==> src/rtl/uart_axi_tx.sv <==
// uart_axi_tx: write-only UART transmitter on a simplified AXI write channel.
// Writes to 0x0 (THR) push a byte into the TX FIFO. Writes to 0x4 (DIV) load the
// baud divisor in clocks per bit. Bytes go out 8N1, LSB first, and back-to-back
// with no idle gap while the FIFO holds data.
// Optional feature: define UART_TX_PARITY_EN to insert an even-parity bit
// between the data bits and the stop bit.
// Ports:
//   clk, rst       clock, async active-high reset
//   axi_awaddr     byte address (0x0 THR, 0x4 DIV, others accepted and dropped)
//   axi_wdata      write data
//   axi_wvalid     write request
//   axi_wready     write accept (combinational; low only for THR when full)
//   uart_txd       serial line, idles high
//   tx_busy        frame in flight or FIFO non-empty
//   tx_level       FIFO occupancy
module uart_axi_tx #(
    parameter int          FIFO_DEPTH = 16,
    parameter logic [15:0] DIV_RESET  = 16'd868
) (
    input  logic                          clk,
    input  logic                          rst,
    input  logic [3:0]                    axi_awaddr,
    input  logic [31:0]                   axi_wdata,
    input  logic                          axi_wvalid,
    output logic                          axi_wready,
    output logic                          uart_txd,
    output logic                          tx_busy,
    output logic [$clog2(FIFO_DEPTH):0]   tx_level
);
    localparam int AW = $clog2(FIFO_DEPTH);
    localparam int LW = AW + 1;

    typedef enum logic [2:0] {
        IDLE,
        START,
        DATA,
`ifdef UART_TX_PARITY_EN
        PARITY,
`endif
        STOP
    } state_t;

    logic [7:0]    mem [FIFO_DEPTH];
    logic [AW-1:0] wr_ptr, rd_ptr;
    logic          full, empty, sel_thr, sel_div, push, pop;
    logic [15:0]   div_reg, div_lat, timer;
    logic          bit_end;
    state_t        state;
    logic [7:0]    shift;
    logic [2:0]    idx;
`ifdef UART_TX_PARITY_EN
    logic          par;
`endif

    logic unused_wdata;
    assign unused_wdata = ^axi_wdata[31:16];

    assign sel_thr    = (axi_awaddr == 4'h0);
    assign sel_div    = (axi_awaddr == 4'h4);
    assign full       = (tx_level == LW'(FIFO_DEPTH));
    assign empty      = (tx_level == '0);
    assign axi_wready = !(sel_thr && full);
    assign push       = axi_wvalid && axi_wready && sel_thr;
    assign bit_end    = (timer == 16'd1);
    // Pop on frame start: leaving IDLE, or chaining straight out of STOP.
    assign pop        = !empty && ((state == IDLE) || (state == STOP && bit_end));

    always_ff @(posedge clk) begin
        if (push) mem[wr_ptr] <= axi_wdata[7:0];
    end

    always_ff @(posedge clk or posedge rst) begin
        if (rst) begin
            wr_ptr   <= '0;
            rd_ptr   <= '0;
            tx_level <= '0;
            div_reg  <= DIV_RESET;
        end else begin
            if (push) wr_ptr <= wr_ptr + AW'(1);
            if (pop)  rd_ptr <= rd_ptr + AW'(1);
            case ({push, pop})
                2'b10:   tx_level <= tx_level + LW'(1);
                2'b01:   tx_level <= tx_level - LW'(1);
                default: tx_level <= tx_level;
            endcase
            if (axi_wvalid && sel_div)
                div_reg <= (axi_wdata[15:0] == 16'd0) ? 16'd1 : axi_wdata[15:0];
        end
    end

    always_ff @(posedge clk or posedge rst) begin
        if (rst) begin
            state    <= IDLE;
            uart_txd <= 1'b1;
            tx_busy  <= 1'b0;
            timer    <= 16'd1;
            div_lat  <= DIV_RESET;
            shift    <= '0;
            idx      <= '0;
`ifdef UART_TX_PARITY_EN
            par      <= 1'b0;
`endif
        end else begin
            // Busy unless we end up in IDLE with nothing queued; those paths
            // override below. With the FIFO empty, next level is just push.
            tx_busy <= 1'b1;
            if (state != IDLE) timer <= bit_end ? div_lat : timer - 16'd1;
            case (state)
                IDLE: begin
                    if (!empty) begin
                        state    <= START;
                        shift    <= mem[rd_ptr];
`ifdef UART_TX_PARITY_EN
                        par      <= ^mem[rd_ptr];
`endif
                        timer    <= div_reg;
                        div_lat  <= div_reg;
                        uart_txd <= 1'b0;
                    end else begin
                        tx_busy  <= push;
                    end
                end
                START: begin
                    if (bit_end) begin
                        state    <= DATA;
                        uart_txd <= shift[0];
                        shift    <= {1'b0, shift[7:1]};
                        idx      <= '0;
                    end
                end
                DATA: begin
                    if (bit_end) begin
                        if (idx == 3'd7) begin
`ifdef UART_TX_PARITY_EN
                            state    <= PARITY;
                            uart_txd <= par;
`else
                            state    <= STOP;
                            uart_txd <= 1'b1;
`endif
                        end else begin
                            idx      <= idx + 3'd1;
                            uart_txd <= shift[0];
                            shift    <= {1'b0, shift[7:1]};
                        end
                    end
                end
`ifdef UART_TX_PARITY_EN
                PARITY: begin
                    if (bit_end) begin
                        state    <= STOP;
                        uart_txd <= 1'b1;
                    end
                end
`endif
                STOP: begin
                    if (bit_end) begin
                        if (!empty) begin
                            // Chain the next frame with no idle gap.
                            state    <= START;
                            shift    <= mem[rd_ptr];
`ifdef UART_TX_PARITY_EN
                            par      <= ^mem[rd_ptr];
`endif
                            timer    <= div_reg;
                            div_lat  <= div_reg;
                            uart_txd <= 1'b0;
                        end else begin
                            state    <= IDLE;
                            tx_busy  <= push;
                        end
                    end
                end
                default: state <= IDLE;
            endcase
        end
    end
endmodule
==> config.mk <==
export PLATFORM = sky130hd
export DESIGN_NAME = uart_axi_tx
export DESIGN_NICKNAME = d
export VERILOG_FILES = /design/src/rtl/uart_axi_tx.sv
export SDC_FILE = /design/constraint.sdc
export NUM_CORES = 1
export LEC_CHECK = 0
export CAP_MARGIN = 25
export CORE_UTILIZATION = 49
export CTS_CLUSTER_SIZE = 24
export DETAILED_ROUTE_END_ITERATION = 16
export GPL_TIMING_DRIVEN = 0
export PLACE_DENSITY = 0.7
export SYNTH_ARGS = -nofsm -noshare
export SYNTH_HDL_FRONTEND = slang
export SYNTH_SLANG_ARGS = --single-unit
==> constraint.sdc <==
create_clock -name clk -period 3.5 [get_ports clk]
set_clock_uncertainty 0.15 [all_clocks]
set_input_delay 0.525 -clock clk [delete_from_list [all_inputs] [get_ports clk]]
set_output_delay 0.525 -clock clk [all_outputs]
set_load 0.01 [all_outputs]
; Word-level counts from Yosys, hierarchy flattened
; Memory sizes are Yosys's and may differ from the RTL's.
; Cells that the tools add are included.
[classes]
eq_ne = 15
addsub = 6
bitwise = 0
shifts = 0
order_cmp = 0
n_div = 0
n_reduce_logical = 23
n_mux = 38
mul = 0
[op_table]
columns = operator, count
row1 = $mux 16, 7
row2 = $pmux 16 s2, 2
row3 = $mux 8, 5
row4 = $pmux 8 s4, 1
row5 = $mux 3, 8
row6 = $eq 16x1->1 const B, 1
row7 = $logic_not 16->1, 1
row8 = $sub 16x1->16 const B, 1
row9 = $ne 2x2->1 const B, 6
row10 = $pmux 3 s4, 1
row11 = $mux 1, 10
row12 = $pmux 5 s2, 1
row13 = $reduce_and 5->1, 2
row14 = $add 4x1->4 const B, 2
row15 = $reduce_and 4->1, 2
row16 = $eq 3x2->1 const B, 2
row17 = $logic_and 1x1->1, 6
row18 = $pmux 3 s2, 1
row19 = $reduce_bool 2->1, 3
row20 = $add 5x1->5 const B, 1
row21 = $eq 5x5->1 const B, 1
row22 = $logic_not 5->1, 1
row23 = $sub 5x1->5 const B, 1
row24 = $eq 4x3->1 const B, 1
row25 = other kinds (14), 15
[totals]
latchBits = 0
mem_count = 1
out_inout_bits = 8
register_bits = 77
inputBits = 39
word_cells = 94
ram_bits = 128
romBits = 0
[memory_table]
columns = name, words, word_bits, rd, rd_ports_with_merged_regs, wr, line
row1 = mem, 16, 8, 1, 0, 1, 43  ; logic [7:0] mem [FIFO_DEPTH];

; Depth between registers and ports, before layout
[depth]
depth_word = 8
depth_mapped = 15
ltp_nobuf = 15

; Worst setup path after synthesis
; Ideal clock, no wire load.
[synth_timing]
path_type = register to register
startpoint = reg timer[0]
endpoint = reg tx_level[4]
arrival_ns = 3.219
path_buffers = 0
stages_incl_launch_ff = 15
path_slack_ns = 0.002
path_cell_list = dfstp_2 -> ha_1 -> or3b_2 -> nor3_1 -> a31oi_1 -> nor2_1 -> ha_1 -> inv_1 -> fa_1 -> inv_1 -> a21o_1 -> a21oi_1 -> xnor2_1 -> nor2_1 -> xor2_1
[synth_via]
elab_chain_cells = 6
word_cells_on_any_way = 8
classes_between = eq/ne (3) / mux (1) / reduce/logical (4)
[synth_rtl]
columns = element, line
row1 = start: declaration, 46  ; logic [15:0] div_reg, div_lat, timer;
row2 = start signal: assignment, 107  ; if (state != IDLE) timer <= bit_end ? div_lat : timer - 16'd1;
row3 = start signal: assignment, 116  ; timer <= div_reg;
row4 = start signal: assignment, 165  ; timer <= div_reg;
row5 = $eq 16x1->1 (*), 64  ; assign bit_end = (timer == 16'd1);
row6 = $logic_and 1x1->1 (*), 66  ; assign pop = !empty && ((state == IDLE) || (state == STOP && bit_end));
row7 = $logic_or 1x1->1 (*), 66
row8 = $logic_and 1x1->1 (*), 66
row9 = via pop, 45  ; logic full, empty, sel_thr, sel_div, push, pop;
row10 = $eq 2x1->1 or $eq 2x2->1 (tied branches), 81  ; case ({push, pop})
row11 = $pmux 5 s2 or $reduce_bool 2->1 (tied branches), --
row12 = end signal: assignment, 82  ; 2'b10: tx_level <= tx_level + LW'(1);
row13 = end signal: assignment, 83  ; 2'b01: tx_level <= tx_level - LW'(1);
row14 = end signal: assignment, 84  ; default: tx_level <= tx_level;
row15 = end: declaration, 28  ; output logic [$clog2(FIFO_DEPTH):0] tx_level
; Mark *: on every way through the listed nets, which the timed path passes. The rest lies on a longest branch.
; A chain may end at the register's enable or synchronous reset.

; Final worst setup path
; Same ends and word-level chain as after synthesis.

==> impl_metrics.yaml <==
critical_path:
  critPathCaptureType: "flip-flop"
  crit_buf_inv: 2
  max_stage_delay_ns: 0.57
  crit_type: "flip-flop to flip-flop"
  startpoint: "timer[0]"
  crit_top_cell: "inv_1"
  cp-start-kind: "flip-flop"
  worstReg2RegStart: "timer[0]"
  path_delay_family: "simple AND/OR/NAND/NOR gates"
  required_ns: 3.76
  worst_path_max_delay_cell: "dfstp_2"
  crit_path_cell_trace: "ha_1 -> or3b_4 -> nor3_4 -> a31oi_4 -> nor2_4 -> ha_4 -> inv_1 -> fa_1 -> inv_1 -> a21o_1 -> a21oi_1 -> xnor2_1 -> nor2_1 -> xor2_1"
  arrival_ns: 3.56
  cp_max_fo: 5
logic_synthesis:
  yosys.area.top_type: "edfxtp_1"
  netlist_instances: 653
  avgSynthCellArea_um2: 13.91
  synth.area.top_cells: "edfxtp_1, dfrtp_1, mux4_2"
  async_flop_share_pct: 37.25
  ys_seq_area_share_pct: 63.42
  synthesis.nets: 710
  synth_flop_cell: "edfxtp_1"
  yosysWarnings: 0
  synth_edf_count: 128
  synth.distinct_cells: 62
  yosysTopAreaCellShare_pct: 42.31
  synth-seq-cells: 204
  synth_area_mm2: 0.009084
drt:
  wire_per_inst_um: 21.59
  vias: 5798
  vias_per_cell: 6.040
  first_pass_iters: 12
  wirelength_mm: 20.73
  drt-initial-drc-count: 490
  route.detailed.drc: 2
  final_antenna_net_count: 0
global_route:
  track_usage_pct: 22.65
  grt_pass1_wl_mm: 33.02
  antenna_found_initial: 0
  grt_pass1_vias: 5986
  overflow: 0
  grt_max_degree: 71
final_layout:
  multi_input_area_mm2: 0.003127
  final_area_mm2: 0.01055
  n_fill_cell: 1389
  instances_no_fill: 960
  largest_register_ffs: 128
  most-common-layout-cells: "edfxtp_1, dfrtp_1, o21ai_0"
  seqCellArea_mm2: 0.005762
  largest-register: "mem"
  antennaDiodeCount: 0
  drive_above_1_share_pct: 18.33
  area_growth_pct: 16.14
  nets: 772
  layout_commonest_cell: "edfxtp_1"
sta:
  rsz0062_at_grt: "false"
  tightest_slew_ns: 0.9020
  maxSlewHeadroom_pct: 39.87
  fmax_mhz: 303.4
  slew_viol_final: 0
  hold_viol: 0
  layout_min_cycle_time_ns: 3.296
  setup_violations: 0
  period_share_pct: 94.18
pwr:
  power_mw: 9.324
  switching_share_pct: 36.10
  p_sw_mw: 3.365
  p_clk_share_pct: 25.1
  irDropWorstVdd_mv: 0.4938
  leakage_nw: 3.873
  seq_power_share_pct: 35.3
  combinationalPowerShare_pct: 39.6
  p_int_mw: 5.958
  power_density_mw_per_mm2: 883.7
outcome:
  status: "complete, but fails checks"
  violations: "DRC"
placement:
  place_area_mm2: 0.009733
  dp_cells: 918
  place_congestion: 0.9057
  numPortBuffers: 30
  dp_hpwl_mm: 14.26
cts:
  clockBufferDepth: 3
  cts.sinks: 204
  clock_latency_ns: 0.53
  clock_tree.root_cell: "clkbuf_16"
  path_clk_slew_ns: 0.06
  cts_tree: "done"
  cts_made_buffers: 22
  htree_levels: 1
floorplanning:
  core_area_mm2: 0.01809
  die_area_mm2: 0.01909
  initial_core_util_pct: 50.22
  io_pins: 47
  fp.dieH_um: 138.2
  rows: 49
  die_width_um: 138.2
min_path:
  min_path_type: "input port to async pin"
job:
  cap_violations: 0
[power groups by stage]
stage | clock (mW) | sequential [mW] | combinational (mW)
2_1_floorplan | 0 | 3.24 | 2.64
3_3_place_gp | 0 | 3.29 | 3.46
3_5_place_dp | 0 | 3.32 | 3.60
4_1_cts | 2.37 | 3.27 | 3.68
5_1_grt | 2.47 | 3.34 | 4.07
6_report | 2.34 | 3.29 | 3.69
[path summary, 6_finish.rpt]
kind | endpoint | slack (ns) | depth (start not counted)
hold reg to reg | shift[3] | 0.33 | 2
min in group clk | shift[3] | 0.33 | 2
max in group asynchronous | uart_txd | 2.47 | 3
setup / recovery | tx_level[4] | 0.20 | 14
hold / removal | wr_ptr[2] | 0.11 | 2
setup reg to reg | tx_level[4] | 0.20 | 14
[synthesized netlist by cell type, types with 4 or more instances]
library cell,count
dfrtp_1,64
buf_2,8
nand2_1,38
a2bb2oi_1,8
xor2_1,4
a221oi_1,16
nor2_1,30
nand3_1,10
buf_1,6
a22o_1,11
a22oi_1,8
a21oi_1,16
mux4_2,19
nand4_1,4
nor3_1,13
nor4_1,13
clkbuf_1,19
dfstp_2,12
inv_1,23
mux2i_1,31
edfxtp_1,128
o21ai_0,50
ha_1,17
nand2b_1,7
mux2_2,32
xnor2_1,7
[metal layers]
metal / routed length [um] / vias to the layer above / global-route usage [%]
li1: - / 2633 / -
met3: 1082 / 50 / 3.879
met1: 8654 / 2917 / 30.22
met2: 10280 / 198 / 37.38
met4: 713 / 0 / 8.752
met5: 0 / - / 0
[stage by stage]
step | TNS [ns] | hold slack [ns] | setup slack, ns | util [%]
2_1_floorplan | 0 | 0.2936 | 0.001562 | -
3_3_place_gp | -38.81 | 0.3086 | -0.7202 | 53.47
3_5_place_dp | -16.75 | 0.3201 | -0.7650 | 53.82
4_1_cts | 0 | 0.1024 | 0.08990 | 58.19
5_1_grt | 0 | 0.1160 | 0.04019 | 58.33
6_report | 0 | 0.1076 | 0.2036 | 58.33
[cell families after synthesis]
logic type	count (synthesis)	synth area share [%]
flops	204	63.42
compound gates	142	10.68
fa+ha+maj	18	2.562
simple gates	135	7.232
buf+inv	60	2.837
mux	83	12.22
xor+xnor	11	1.061
[timing repair]
item,4_1_cts,5_1_grt
gates resized for setup,8,6
setup buffers,2,0
hold buffers,0,0
cloned,0,0
setup endpoints to repair,4,6
pin swaps,2,2
[area by class of cell]
class | count | area share, %
buffer | 36 | 1.601
multi-input combinational | 389 | 29.64
inverter | 24 | 0.8776
timing repair buffer | 38 | 3.558
clock buffer | 26 | 5.361
clock inverter | 14 | 1.637
tap | 229 | 2.716
sequential | 204 | 54.61
Note: power is estimated with default switching activity, not from simulation.
